===== config.mk =====
export PLATFORM = sky130hd
export DESIGN_NAME = mul_div_unit
export DESIGN_NICKNAME = d
export VERILOG_FILES = /design/src/rtl/mul_div_unit.sv
export SDC_FILE = /design/constraint.sdc
export NUM_CORES = 2
export LEC_CHECK = 0
export ABC_AREA = 1
export CAP_MARGIN = 10
export CORE_MARGIN = 3
export CORE_UTILIZATION = 60
export CTS_CLUSTER_SIZE = 8
export DETAILED_ROUTE_END_ITERATION = 6
export GPL_TIMING_DRIVEN = 0
export PLACE_DENSITY = 0.8
export SYNTH_ARGS = -nofsm -noshare
export SYNTH_HDL_FRONTEND = slang
export SYNTH_SLANG_ARGS = --single-unit

===== constraint.sdc =====
create_clock -name clk_in -period 7.9 [get_ports clk_in]
set_clock_uncertainty 0.15 [all_clocks]
set_input_delay 1.58 -clock clk_in [delete_from_list [all_inputs] [get_ports clk_in]]
set_output_delay 1.58 -clock clk_in [all_outputs]
set_load 0.02 [all_outputs]

===== src/rtl/mul_div_unit.sv =====
// RV32M multiply/divide functional unit: one-cycle 64-bit multiply, radix-2 restoring
// divide, single-cycle {rob_id, value} broadcast on the common result bus.
`ifndef ROB_WIDTH_BIT
`define ROB_WIDTH_BIT 4
`endif

module mul_div_unit #(
  parameter int ROB_WIDTH_BIT = `ROB_WIDTH_BIT,
  parameter int DIV_STEPS     = 32
) (
  input  logic                     clk_in,
  input  logic                     rst_in,
  input  logic                     rdy_in,
  input  logic                     clear,
  input  logic                     valid,
  input  logic [2:0]               work_type,
  input  logic [31:0]              r1,
  input  logic [31:0]              r2,
  input  logic [ROB_WIDTH_BIT-1:0] inst_rob_id,
  output logic                     busy,
  output logic                     ready,
  output logic [ROB_WIDTH_BIT-1:0] rob_id,
  output logic [31:0]              value
);

  localparam int CNT_W = $clog2(DIV_STEPS + 1);
  localparam logic [CNT_W-1:0] CNT_INIT = CNT_W'(DIV_STEPS);
  localparam logic [CNT_W-1:0] CNT_ONE  = CNT_W'(1'b1);
  localparam logic [CNT_W-1:0] CNT_ZERO = CNT_W'(1'b0);

  typedef enum logic [1:0] {
    ST_IDLE = 2'd0,
    ST_MUL  = 2'd1,
    ST_DIV  = 2'd2,
    ST_DONE = 2'd3
  } state_t;

  state_t                   state_r, state_s;
  logic [2:0]               op_r, op_s;
  logic [31:0]              quo_r, quo_s;
  logic [31:0]              dsr_r, dsr_s;
  logic [31:0]              rem_r, rem_s;
  logic [CNT_W-1:0]         cnt_r, cnt_s;
  logic                     sa_r, sa_s, sb_r, sb_s;
  logic                     negq_r, negq_s, negr_r, negr_s;
  logic                     ready_r, ready_s;
  logic [ROB_WIDTH_BIT-1:0] rob_r, rob_s;
  logic [31:0]              val_r, val_s;

  logic        sdiv_s, div_zero_s, div_ovf_s;
  logic [63:0] ma_s, mb_s, prod_s;
  logic [31:0] mul_res_s, q_res_s, r_res_s;
  logic [32:0] shift_s, diff_s;

  // Absolute value of an operand when it is interpreted as signed.
  function automatic logic [31:0] mag(input logic [31:0] x, input logic sgn);
    return (sgn && x[31]) ? (32'd0 - x) : x;
  endfunction

  assign sdiv_s     = work_type[2] & ~work_type[0];
  assign div_zero_s = (r2 == 32'd0);
  assign div_ovf_s  = sdiv_s && (r1 == 32'h8000_0000) && (r2 == 32'hFFFF_FFFF);

  // Modulo-2^64 product of sign/zero-extended operands equals the exact 33x33 product.
  assign ma_s      = {{32{sa_r & quo_r[31]}}, quo_r};
  assign mb_s      = {{32{sb_r & dsr_r[31]}}, dsr_r};
  assign prod_s    = ma_s * mb_s;
  assign mul_res_s = (op_r == 3'd0) ? prod_s[31:0] : prod_s[63:32];

  assign shift_s = {rem_r, quo_r[31]};
  assign diff_s  = shift_s - {1'b0, dsr_r};
  assign q_res_s = negq_r ? (32'd0 - quo_r) : quo_r;
  assign r_res_s = negr_r ? (32'd0 - rem_r) : rem_r;

  // Next-state and datapath update for the issue/compute/broadcast sequence.
  always_comb begin
    state_s = state_r;
    op_s    = op_r;
    quo_s   = quo_r;
    dsr_s   = dsr_r;
    rem_s   = rem_r;
    cnt_s   = cnt_r;
    sa_s    = sa_r;
    sb_s    = sb_r;
    negq_s  = negq_r;
    negr_s  = negr_r;
    rob_s   = rob_r;
    val_s   = val_r;
    ready_s = 1'b0;
    if (clear) begin
      state_s = ST_IDLE;
    end else begin
      case (state_r)
        ST_IDLE: begin
          if (valid) begin
            op_s   = work_type;
            rob_s  = inst_rob_id;
            sa_s   = (work_type == 3'd1) || (work_type == 3'd2);
            sb_s   = (work_type == 3'd1);
            negq_s = sdiv_s & (r1[31] ^ r2[31]);
            negr_s = sdiv_s & r1[31];
            rem_s  = 32'd0;
            cnt_s  = CNT_INIT;
            if (!work_type[2]) begin
              quo_s   = r1;
              dsr_s   = r2;
              state_s = ST_MUL;
            end else if (div_zero_s) begin
              val_s   = work_type[1] ? r1 : 32'hFFFF_FFFF;
              state_s = ST_DONE;
            end else if (div_ovf_s) begin
              val_s   = work_type[1] ? 32'd0 : 32'h8000_0000;
              state_s = ST_DONE;
            end else begin
              quo_s   = mag(r1, sdiv_s);
              dsr_s   = mag(r2, sdiv_s);
              state_s = ST_DIV;
            end
          end else begin
            state_s = ST_IDLE;
          end
        end
        ST_MUL: begin
          val_s   = mul_res_s;
          state_s = ST_DONE;
        end
        ST_DIV: begin
          if (cnt_r != CNT_ZERO) begin
            // Dividend shifts out of quo_r while quotient bits shift in.
            if (!diff_s[32]) begin
              rem_s = diff_s[31:0];
              quo_s = {quo_r[30:0], 1'b1};
            end else begin
              rem_s = shift_s[31:0];
              quo_s = {quo_r[30:0], 1'b0};
            end
            cnt_s = cnt_r - CNT_ONE;
          end else begin
            val_s   = op_r[1] ? r_res_s : q_res_s;
            state_s = ST_DONE;
          end
        end
        ST_DONE: begin
          ready_s = 1'b1;
          state_s = ST_IDLE;
        end
        default: begin
          state_s = ST_IDLE;
        end
      endcase
    end
  end

  // State and output registers: reset dominates, a low rdy_in freezes everything.
  always_ff @(posedge clk_in) begin
    if (!rst_in) begin
      state_r <= ST_IDLE;
      op_r    <= 3'd0;
      quo_r   <= 32'd0;
      dsr_r   <= 32'd0;
      rem_r   <= 32'd0;
      cnt_r   <= CNT_ZERO;
      sa_r    <= 1'b0;
      sb_r    <= 1'b0;
      negq_r  <= 1'b0;
      negr_r  <= 1'b0;
      ready_r <= 1'b0;
      rob_r   <= '0;
      val_r   <= 32'd0;
    end else if (rdy_in) begin
      state_r <= state_s;
      op_r    <= op_s;
      quo_r   <= quo_s;
      dsr_r   <= dsr_s;
      rem_r   <= rem_s;
      cnt_r   <= cnt_s;
      sa_r    <= sa_s;
      sb_r    <= sb_s;
      negq_r  <= negq_s;
      negr_r  <= negr_s;
      ready_r <= ready_s;
      rob_r   <= rob_s;
      val_r   <= val_s;
    end
  end

  assign busy   = (state_r != ST_IDLE);
  assign ready  = ready_r;
  assign rob_id = rob_r;
  assign value  = val_r;

endmodule


==> run_results.csv <==
group,metric,value,unit
logic_synthesis,synthesis.nets,8977,
power_and_ir_drop,comb_power_share,61.3,%
cells_and_area,stdcell_count,8862,
logic_synthesis,seq_area_frac_synth,5.533,%
critical_path,critical_path_class,"reg -> reg",
logic_synthesis,ys_ff_latch,148,
floorplan,ioPinCount,114,
critical_path,cp_max_fo,6,
critical_path,cpMostUsedCell,"fa_1",
cts,postCtsHoldBufs,0,
cells_and_area,layout_commonest_cell,"nand2_1",
power_and_ir_drop,power,4329,uW
power_and_ir_drop,power_frac_clock,18.8,%
floorplan,num_rows,108,
place,hpwlAfterDp,194600,um
timing,rsz0062_at_grt,"yes",
timing,setup_tns,-3.021,ns
power_and_ir_drop,leakage,0.03213,uW
worst_hold_path,hp-start,"value[6]",
critical_path,r2r_slack,-0.30,ns
logic_synthesis,ys_types,50,
timing,finalWorstSetupSlack,-0.3018,ns
logic_synthesis,syn-instance-count,7517,
critical_path,timing.rr.start,"dsr_r[17]",
cts,cts_buffers,17,
logic_synthesis,syn_area_per_cell,7.123,um^2
power_and_ir_drop,netSwitchingPower,2283,uW
floorplan,die_area,0.09286,mm^2
detailed_routing,avgViaCountPerCell,6.102,
logic_synthesis,synth-edff-count,0,
detailed_routing,totalWireLength,242500,um
critical_path,crit_path_max_incr_delay,0.61,ns
critical_path,cp-end-kind,"flop",
cells_and_area,drive_gt1_share,11.15,%
critical_path,crit_path_top_delay_cell,"fa_2",
power_and_ir_drop,ir_drop,0.1688,mV
floorplan,die_w,304.7,um
critical_path,arrival,8.36,ns
critical_path,r2r_end,"value[22]",
detailed_routing,drtIter0Drc,7285,
global_routing,grt_pass1_vias,54310,
timing,fmax,0.1219,GHz
floorplan,die-height,304.7,um
cells_and_area,areaGrowthSynthToFinish,13.19,%
cts,cts.path.max_buffers,2,
timing,slew_headroom,21.90,%
critical_path,setup.worst_path.start_class,"flop",
timing,hold_violations,0,
cells_and_area,final_cell_mix,"nand2_1 (1959), inv_1 (1928), fa_1 (1080)",
detailed_routing,first_pass_iters,7,
logic_synthesis,synthFlopType,"dfxtp_1",
timing,period_needed,8.202,ns
detailed_routing,wl_per_cell,27.36,um
cells_and_area,final_nets,9145,
floorplan,start_util,61.15,%
cts,cts_max_level,4,
detailed_routing,route.detailed.drc,94,
logic_synthesis,async_reset_ff_share,0,%
cts,numClockSinks,148,
power_and_ir_drop,switching_share,52.74,%
detailed_routing,route.antenna.remaining_nets,0,
worst_hold_path,worstHoldPathType,"reg -> reg",
flow_run,drv_cap,0,
worst_hold_path,whs_path_depth,2,
global_routing,grt_usage,51.31,%
timing,setup_viol,22,
cts,insertion_delay,0.45,ns
critical_path,worst_ep_required_time,8.06,ns
power_and_ir_drop,pwr-share-seq,19.9,%
timing,holdWs,0.3214,ns
place,place_inst,8786,
timing,finalCritPeriodShare,103.8,%
timing,worst_pin_slew,1.171,ns
cts,root_buffer,"clkbuf_16",
logic_synthesis,yosys_warnings,0,
place,gp_congestion,1.163,
outcome,status,"finished, violations left",
timing,slew_violations,0,
place,io_buffer_count,113,
detailed_routing,vias,54080,
outcome,violations,"design-rule violations, negative setup slack",
cts,cts_tree,"done",
global_routing,antenna_found_initial,13,
floorplan,core-area,0.08756,mm^2
global_routing,grt_max_degree,27,
global_routing,globalRouteOverflowTotal,0,
global_routing,grt_pass1_wl,346800,um
logic_synthesis,netlist_area,0.05355,mm^2
worst_hold_path,min_to,"value[6]",
power_and_ir_drop,power_density,71.43,mW/mm^2
power_and_ir_drop,internal-power,2046,uW
critical_path,ff2ff_path_depth,28,
cts,clkTransAtPathRegs,0.07,ns
-- routing by layer --
| metal | part of all wire [%] | GRT usage, % | wire length, um |
|---|---|---|---|
| met1 | 32 | 59.26 | 77900 |
| met2 | 41 | 74.46 | 99710 |
| met3 | 15 | 21.40 | 37260 |
| met4 | 11 | 42.19 | 27470 |
| met5 | 0.061 | 0 | 148 |
-- worst max path at each step --
stage	start	to	slack (ns)	cells after the start
6_report	dsr_r[17]	value[22]	-0.30	28
3_3_place_gp	quo_r[31]	value[18]	-1.95	32
4_1_cts	quo_r[31]	value[31]	-0.05	31
2_1_floorplan	quo_r[31]	value[31]	0.25	31
5_1_grt	dsr_r[13]	value[27]	-0.31	31
3_5_place_dp	quo_r[31]	value[18]	-2.11	32
-- worst max-delay path, delay by kind of cell (launching register included) --
family / cells / cell delay [ns]
buffers and inverters: 6 / 0.80
adder cells (fa/ha/maj): 9 / 4.69
flip-flops: 1 / 0.55
AO/OA/AOI/OAI: 1 / 0.07
AND/OR/NAND/NOR: 12 / 1.79
-- final cells by class --
| cell class | count | area, um^2 |
|---|---|---|
| Multi-Input combinational cell | 5036 | 43830 |
| Fill cell | 7179 | 26950 |
| Inverter | 1980 | 7490 |
| Sequential cell | 148 | 3123 |
| Buffer | 306 | 2300 |
| Timing Repair Buffer | 196 | 1837 |
| Tap cell | 1155 | 1445 |
| Clock buffer | 19 | 432.9 |
| Clock inverter | 13 | 125.1 |
| Antenna cell | 9 | 22.52 |
-- registers in the layout, indices dropped and copies added, names as in the netlist --
register and flops:
dsr_r 32, quo_r 32, rem_r 32, value 32, cnt_r 6, rob_id 4, op_r 3, state_r 2
negq_r 1, negr_r 1, ready 1, sa_r 1, sb_r 1
-- power by group through the flow --
stage / Combinational [uW] / Clock [uW] / Sequential [uW]
after global placement: 2180 / 0 / 796
after global routing: 2740 / 838 / 853
final: 2650 / 812 / 862
after CTS: 2330 / 804 / 847
after detailed placement: 2210 / 0 / 797
after floorplan: 1200 / 0 / 795
-- kinds of logic (layout without fill, tap and decap cells) --
logic type / count (synthesis) / count (layout) / synth area share [%]
and+or+nand+nor: 2905 / 2905 / 21.85
buffers and inverters: 2333 / 2514 / 16.42
adders and majority gates: 1384 / 1384 / 48.13
AOI/OAI and AO/OA: 656 / 656 / 6.580
DFF: 148 / 148 / 5.533
xor gates and xnor gates: 91 / 91 / 1.488
other: 0 / 9 / 0
-- stage by stage --
step                setup slack (ns)  utilization [%]  instance area (um^2)
floorplan                     0.2468                -                 53550
global placement              -1.946            64.09                 56120
CTS                         -0.04534            67.10                 58760
finish                       -0.3018            69.22                 60610
global route                 -0.3138            69.19                 60590
detailed placement            -2.107            64.10                 56130
-- synth_stat cells, types with 7 or more instances --
master	count	area share [%]
nand2_1	2054	14
inv_1	1972	14
fa_1	1126	42
nor2_1	407	2.9
a21oi_1	282	2.6
nand3_1	273	2.6
o21ai_0	262	2.4
clkbuf_1	259	1.8
ha_1	258	6.0
dfxtp_1	148	5.5
buf_1	71	0.50
xor2_1	63	1.0
nand4_1	57	0.67
nor3_1	47	0.44
o211ai_1	37	0.52
xnor2_1	28	0.46
nor2_2	22	0.26
buf_2	21	0.20
o21bai_1	21	0.29
a31oi_1	16	0.19
or2_2	10	0.12
o21ai_1	9	0.084
o31ai_1	9	0.13
nand3b_1	7	0.098
nor4_1	7	0.082
-- repair_timing --
action,4_1_cts,5_1_grt
setup buffers,33,48
pin swaps,30,134
gates resized for setup,780,539
cloned,1,1
setup endpoints to repair,32,32
No activity file was read; power rests on OpenSTA's default activity.
